<file path="src/rtl/uart_tx_fifo.sv">
// rtl/uart_tx_fifo.sv - UART 8N1 transmitter fed by a byte FIFO
// Define UART_TX_PARITY_EN to add an even-parity bit between data[7] and the stop bit.
module uart_tx_fifo #(
  parameter int CLKS_PER_BIT = 10417,
  parameter int FIFO_DEPTH   = 4
) (
  input  logic       clk,
  input  logic       rst_n,
  input  logic [7:0] data,
  input  logic       data_valid,
  output logic       ready,
  output logic       tx,
  output logic       busy
);
  localparam int AW = $clog2(FIFO_DEPTH);
  localparam int CW = $clog2(CLKS_PER_BIT);
  localparam logic [AW:0]   FULL_COUNT = (AW+1)'(FIFO_DEPTH);
  localparam logic [CW-1:0] LAST_CLK   = CW'(CLKS_PER_BIT - 1);

`ifdef UART_TX_PARITY_EN
  typedef enum logic [2:0] {IDLE, START, DATA, PARITY, STOP} state_t;
`else
  typedef enum logic [1:0] {IDLE, START, DATA, STOP} state_t;
`endif

  logic [7:0]    mem [FIFO_DEPTH];
  logic [AW-1:0] wr_ptr, rd_ptr;
  logic [AW:0]   count;
  logic          push, pop;
  logic [7:0]    head;

  state_t        state;
  logic [CW-1:0] clk_cnt;
  logic [2:0]    bit_idx;
  logic [7:0]    shift;
  logic          bit_end;
`ifdef UART_TX_PARITY_EN
  logic          parity;
`endif

  assign ready   = (count != FULL_COUNT);
  assign busy    = (state != IDLE) || (count != '0);
  assign push    = rst_n && data_valid && ready;
  assign head    = mem[rd_ptr];
  assign bit_end = (clk_cnt == LAST_CLK);

  // Pop only when the shift register is free: from IDLE, or as STOP completes.
  always_comb begin
    pop = 1'b0;
    if (count != '0) begin
      if (state == IDLE)
        pop = 1'b1;
      else if (state == STOP && bit_end)
        pop = 1'b1;
    end
  end

  always_ff @(posedge clk) begin
    if (push)
      mem[wr_ptr] <= data;
  end

  always_ff @(posedge clk) begin
    if (!rst_n) begin
      wr_ptr <= '0;
      rd_ptr <= '0;
      count  <= '0;
    end else begin
      if (push)
        wr_ptr <= wr_ptr + 1'b1;
      if (pop)
        rd_ptr <= rd_ptr + 1'b1;
      case ({push, pop})
        2'b10:   count <= count + 1'b1;
        2'b01:   count <= count - 1'b1;
        default: count <= count;
      endcase
    end
  end

  // tx follows the state one cycle later, so every bit keeps its full width.
  always_ff @(posedge clk) begin
    if (!rst_n) begin
      state   <= IDLE;
      clk_cnt <= '0;
      bit_idx <= '0;
      shift   <= '0;
      tx      <= 1'b1;
`ifdef UART_TX_PARITY_EN
      parity  <= 1'b0;
`endif
    end else begin
      case (state)
        IDLE:    tx <= 1'b1;
        START:   tx <= 1'b0;
        DATA:    tx <= shift[0];
`ifdef UART_TX_PARITY_EN
        PARITY:  tx <= parity;
`endif
        default: tx <= 1'b1;
      endcase

      if (state != IDLE)
        clk_cnt <= bit_end ? '0 : clk_cnt + 1'b1;

      if (pop) begin
        shift   <= head;
        bit_idx <= '0;
        clk_cnt <= '0;
        state   <= START;
`ifdef UART_TX_PARITY_EN
        parity  <= ^head;
`endif
      end else if (bit_end) begin
        case (state)
          START: state <= DATA;
          DATA: begin
            shift   <= {1'b0, shift[7:1]};
            bit_idx <= bit_idx + 1'b1;
            if (bit_idx == 3'd7) begin
`ifdef UART_TX_PARITY_EN
              state <= PARITY;
`else
              state <= STOP;
`endif
            end
          end
`ifdef UART_TX_PARITY_EN
          PARITY: state <= STOP;
`endif
          STOP:    state <= IDLE;
          default: state <= IDLE;
        endcase
      end
    end
  end

endmodule

</file>
<file path="config.mk">
export PLATFORM = sky130hd
export DESIGN_NAME = uart_tx_fifo
export DESIGN_NICKNAME = d
export VERILOG_FILES = /design/src/rtl/uart_tx_fifo.sv
export SDC_FILE = /design/constraint.sdc
export NUM_CORES = 1
export LEC_CHECK = 0
export BUFFER_PORTS_ARGS = -buffer_cell sky130_fd_sc_hd__buf_4
export CORE_MARGIN = 10
export CORE_UTILIZATION = 40
export CTS_CLUSTER_DIAMETER = 50
export CTS_CLUSTER_SIZE = 16
export DETAILED_ROUTE_END_ITERATION = 12
export GPL_TIMING_DRIVEN = 0
export PLACE_DENSITY_LB_ADDON = 0.08
export SYNTH_ARGS = -nofsm -noshare
export SYNTH_HDL_FRONTEND = slang
export SYNTH_SLANG_ARGS = --single-unit
</file>
<file path="constraint.sdc">
create_clock -name clk -period 7.3 [get_ports clk]
set_input_delay 0.73 -clock clk [delete_from_list [all_inputs] [get_ports clk]]
set_output_delay 0.73 -clock clk [all_outputs]
set_load 0.005 [all_outputs]
</file>
==> results of run 1 <==
## layout make-up
cell class / count / area, um^2
fill: 698 / 3880
sequential: 69 / 1700
multi-input combinational: 164 / 1310
clock buffer: 9 / 124
tap: 99 / 124
timing repair buffer: 12 / 90.1
clock inverter: 7 / 62.6
inverter: 12 / 45.0
buffer: 8 / 36.3
## layer usage
layer,vias up,GRT usage,wire (um)
met3,9,0.0317,192
met2,26,0.146,2440
met5,-,0,0
met4,0,0.0544,60
li1,989,-,-
met1,916,0.142,2930
## cell usage in the layout, fill, tap and decap left out, types with 4 or more instances in the layout
| cell type | Yosys | layout |
|---|---|---|
| o31ai_1 | 9 | 9 |
| xor2_1 | 4 | 4 |
| mux2i_1 | 14 | 14 |
| ha_1 | 13 | 13 |
| xnor2_1 | 10 | 10 |
| nor3_1 | 10 | 10 |
| nand2_1 | 18 | 18 |
| nor4_1 | 4 | 4 |
| mux4_2 | 8 | 8 |
| inv_1 | 11 | 11 |
| nor2_1 | 14 | 14 |
| dfxtp_1 | 37 | 37 |
| a21oi_1 | 14 | 14 |
| clkbuf_8 | 0 | 9 |
| nand3_1 | 4 | 4 |
| inv_6 | 0 | 4 |
| edfxtp_1 | 32 | 32 |
| and2_1 | 5 | 5 |
| nand4_1 | 4 | 4 |
| clkbuf_1 | 5 | 5 |
| buf_4 | 1 | 13 |
## power groups by stage
| stage | logic, mW | clock network [mW] | registers [mW] |
|---|---|---|---|
| 6_report | 0.343 | 0.295 | 0.498 |
| 5_1_grt | 0.385 | 0.323 | 0.505 |
| 4_1_cts | 0.350 | 0.305 | 0.498 |
| 3_5_place_dp | 0.349 | 0 | 0.508 |
| 3_3_place_gp | 0.345 | 0 | 0.507 |
| 2_1_floorplan | 0.261 | 0 | 0.498 |
## critical path: stages, from the launching register on
cell and delay (ns):
dfxtp_1 0.40, inv_1 0.08, ha_1 0.22, and2_1 0.19, nand4_2 0.20, o21a_1 0.15
buf_2 0.24, inv_2 0.09, ha_1 0.23, fa_1 0.39, xnor2_1 0.14, or3_1 0.31
a21oi_1 0.14
## synthesized netlist by cell type (all sizes together), types with 2 or more instances
master,count,area share
nor3,10,0.016
buf,3,0.0057
ha,13,0.053
xor2,4,0.011
mux4,8,0.058
clkbuf,5,0.0061
nand3,4,0.0065
nand3b,2,0.0061
o21ai,3,0.0049
nor2,14,0.017
and3,2,0.0041
nand4,5,0.012
mux2i,14,0.045
a21oi,14,0.023
inv,12,0.015
and4,2,0.0057
xnor2,10,0.028
nand2,18,0.022
dfxtp,37,0.24
nand4b,2,0.0057
nor4,5,0.012
or3,3,0.0077
o31ai,9,0.022
and2,5,0.010
edfxtp,32,0.31
nand2b,2,0.0041
## path summary, 6_finish.rpt
path / from / slack (ns) / endpoint / cells after the start
worst min register to register: shift[7]$_SDFFE_PN0P_ / 0.50 / shift[7]$_SDFFE_PN0P_ / 2
worst max register to register: clk_cnt[0]$_SDFFE_PP0P_ / 4.45 / count[2]$_SDFFE_PN0P_ / 12
worst min-delay path: shift[7]$_SDFFE_PN0P_ / 0.50 / shift[7]$_SDFFE_PN0P_ / 2
worst max-delay path: clk_cnt[0]$_SDFFE_PP0P_ / 4.45 / count[2]$_SDFFE_PN0P_ / 12
## metrics by stage
stage                     instance area [um^2]  cells  worst slack (ns)
after floorplan                           3090    253              4.58
after detailed placement                  3300    364              4.20
after global routing                      3490    380              4.24
after global placement                    3300    364              4.23
after CTS                                 3490    380              4.44
final                                     3490    380              4.45
## sequential cells by signal (all words and copies together) (netlist names), named ones only
register	cells
mem	32
clk_cnt	14
shift	8
bit_idx	3
count	3
rd_ptr	2
state	2
wr_ptr	2
tx	1
## kinds of logic after synthesis
| group | after synthesis | synth area share |
|---|---|---|
| AOI/OAI and AO/OA | 36 | 0.0778 |
| adders and majority gates | 14 | 0.0592 |
| DFF | 69 | 0.551 |
| xor gates and xnor gates | 14 | 0.0397 |
| buffers and inverters | 20 | 0.0263 |
| and+or+nand+nor | 78 | 0.142 |
| muxes | 22 | 0.104 |
==> run metrics, run 1 <==
die area=between 0.01 and 0.015 mm^2; global-route wire length before repair=about 9.5 mm; total negative slack=0 ns; startpoint type of the worst setup path=flop; Slew Limit Fails=0; CP arrival=around 3.1 ns; CP endpoint kind=flop; # setup viols final=0; TritonCTS clock tree=done; clk_skew=roughly 0.013 ns; Nets=approximately 300; min Tclk post-route=around 2.9 ns; period utilization=0.391; initial core utilization=0.419; Sink Count=slightly below 70; global route overflow=0; switching share of power=0.346; GRT Total Usage=0.105; CTS buffer count=9; wire length per cell=approximately 15 um; clk root buf=clkbuf_8; max-cap violations=0; DRC viols=0; mapped cell area=0.00309 mm^2; Die H=approximately 110 um; HPWL Detailed=roughly 4 mm; CTS Buffer Depth=2; Slew headroom=0.519; Int Power=approximately 0.74 mW; register share of total power=0.438; Comb pwr share=0.302; peak supply drop=between 0.15 and 0.2 mV; Clock Pin Slew Worst Setup and Hold Paths=approximately 0.080 ns; total power=approximately 1.1 mW; antenna violations before repair=0; layout cell share with drive strength beyond 1=0.171; clock share of power=0.260; PwrDens=326 mW/mm^2; synth warn=0; sequential share of the synthesized area=0.551; largest net degree at the start of global routing=16; Post-synth EDFFs=32; input/output buffers=12; clock latency on the worst-skew pair=between 0.3 and 0.4 ns; vias in the first global route=1872; initial DRC count=73; boundary pin count=14; # diodes=0; FP Rows=31; Hold Buf Count CTS=0; Final Hold Fails=0; Core Area=approximately 0.0074 mm^2; number of gates resized after CTS=0; final hold slack=between 0.4 and 0.5 ns; gpl congestion=~0.74; Synth Area per Inst=approximately 12 um^2; final design utilization=0.473; Post-DRT Antenna Nets=0; Tightest Pin Transition=0.721 ns; status=finished clean; Static Leak=around 1.2 nW; vias per cell=roughly 5; max frequency=351 MHz; H-Tree Level Count=3; crit path max fanout=10; Routed WL=5.62 mm; worst hold path type=reg2reg; syn nets=between 200 and 300; Switch Pwr=roughly 0.4 mW; cells after synthesis=between 200 and 300; Yosys reg bits=69; Cell variety after synth=48; Synth Flop Type=dfxtp_1; die width=approximately 110 um; Area Growth Syn to Fin=13.0%; WS Path Type=reg2reg; drt first pass iters=4; Async SR Flop Fraction=0; RSZ-0062 raised after global routing=false; WP data required=roughly 7.6 ns; Post-CTS Setup Repair Bufs=0; vias=between 1500 and 2000
Note: power is estimated with default switching activity, not from simulation.
==> run 2, diff against run 1 <==
==> constraint.sdc (replaced) <==
create_clock -name clk -period 2.6 [get_ports clk]
set_input_delay 0.26 -clock clk [delete_from_list [all_inputs] [get_ports clk]]
set_output_delay 0.26 -clock clk [all_outputs]
set_load 0.005 [all_outputs]
==> run metrics, run 2 (synthesis gave the netlist of run 1 again) <==
status=finished clean; DP Worst Slack=-0.231 ns; CP endpoint kind=flop; biggest regs=mem: 32 flops, clk_cnt: 14 flops, shift: 8 flops; TritonCTS clock tree=done; Slew headroom=0.519; Routed WL=5.75 mm; layout cell share with drive strength beyond 1=0.201; FP Rows=31; Post-DP Area=~0.0033 mm^2; vias per cell=between 5 and 6; Largest register FFs=32; startpoint type of the worst setup path=flop; drt first pass iters=4; min Tclk post-route=about 2.4 ns; Nets=303; CTS buffer count=9; Die H=between 100 and 150 um; total power=around 3.3 mW; die width=108 um; Post-DRT Antenna Nets=0; vias in the first global route=1890; # diodes=0; RSZ-0062 raised after global routing=false; input/output buffers=12; commonest non-fill, non-tap cell in the layout=dfxtp_1; Slew Limit Fails=0; period utilization=0.936; Sink Count=69; PwrDens=a little over 900 mW/mm^2; max frequency=411 MHz; max-cap violations=0; CTS Buffer Depth=2; CP arrival=roughly 2.7 ns; WS Path Type=reg2reg; global route overflow=0; GRT Total Usage=0.106; gpl congestion=0.744; Core Area=around 0.0074 mm^2; DRC viols=0; initial core utilization=0.419; clk_skew=~0.013 ns; antenna violations before repair=0; setup ws final=about 0.17 ns; post-route cell area=around 0.0036 mm^2; most frequent cells in the layout=34 x dfxtp_1, 32 x edfxtp_1, 16 x nand2_1, 15 x buf_4; clock latency on the worst-skew pair=0.35 ns; vias=between 1500 and 2000; clk root buf=clkbuf_8; # setup viols final=0; die area=around 0.012 mm^2; crit path max fanout=5; Largest Register=mem; boundary pin count=14; H-Tree Level Count=3; Hold Buf Count CTS=0; Final Hold Fails=0; wire length per cell=15.0 um; Static Leak=1.21 nW; initial DRC count=62; HPWL Detailed=between 4 and 5 mm; Tightest Pin Transition=roughly 0.72 ns; Clock Pin Slew Worst Setup and Hold Paths=0.09 ns; worst hold path type=in2reg; Area Growth Syn to Fin=15.1%; peak supply drop=between 0.4 and 0.5 mV; largest net degree at the start of global routing=16; WP data required=approximately 2.9 ns; global-route wire length before repair=~9.7 mm
==> run 2: cell types whose count changed in the layout (fill, tap and decap cells not counted), sizes merged <==
cell  previous run  this run
buf             15        17
==> run 2: repair_timing <==
| item | CTS | global route |
|---|---|---|
| pin swaps | 1 | 0 |
| setup endpoints to repair | 2 | 1 |
| buffers inserted | 1 | 1 |
| resized for setup | 6 | 7 |
==> run 2: power breakdown <==
group / leakage, nW / internal (mW) / switching [mW]
combinational: 0.524 / 0.472 / 0.552
sequential: 0.594 / 1.30 / 0.104
clock: 0.0931 / 0.368 / 0.464
total: 1.21 / 2.14 / 1.12
==> run 2: worst paths after layout <==
check	from	to	depth (start not counted)	slack (ns)
worst max register to register	clk_cnt[0]$_SDFFE_PP0P_	count[2]$_SDFFE_PN0P_	12	0.17
worst min-delay path	data[4]	mem[1][4]$_DFFE_PP_	1	0.11
worst min register to register	shift[7]$_SDFFE_PN0P_	shift[7]$_SDFFE_PN0P_	2	0.50
worst max-delay path	clk_cnt[0]$_SDFFE_PP0P_	count[2]$_SDFFE_PN0P_	12	0.17
==> run 2: layer usage <==
| layer | GRT usage | share of wire |
|---|---|---|
| met2 | 0.150 | 0.44 |
| met1 | 0.142 | 0.51 |
| met3 | 0.0317 | 0.031 |
| met5 | 0 | 0 |
| met4 | 0.0544 | 0.012 |
==> run 2: cell type report <==
cell class,instances,area [um^2]
Multi-Input combinational cell,164,1340
Sequential cell,69,1710
Buffer,8,42.5
Clock buffer,9,124
Inverter,12,45.0
Tap cell,99,124
Timing Repair Buffer,14,105
Fill cell,696,3810
Clock inverter,7,62.6
==> run 2: critical path, stage by stage, from the launching register on <==
cell and delay [ns]:
dfxtp_4 0.37, inv_1 0.06, ha_1 0.22, and2_4 0.18, nand4_4 0.06, o21a_1 0.14
buf_6 0.10, inv_2 0.05, ha_1 0.21, fa_1 0.39, xnor2_1 0.14, or3_1 0.31
a21oi_1 0.14
==> run 2: metrics by stage <==
| stage | utilization | instances | TNS, ns | hold slack, ns |
|---|---|---|---|---|
| detailed placement | 0.448 | 364 | -0.274 | 0.466 |
| CTS | 0.478 | 381 | 0 | 0.0896 |
| finish | 0.482 | 382 | 0 | 0.108 |
| global route | 0.482 | 382 | 0 | 0.0849 |
| floorplan | - | 253 | 0 | 0.359 |
| global placement | 0.448 | 364 | -0.233 | 0.463 |
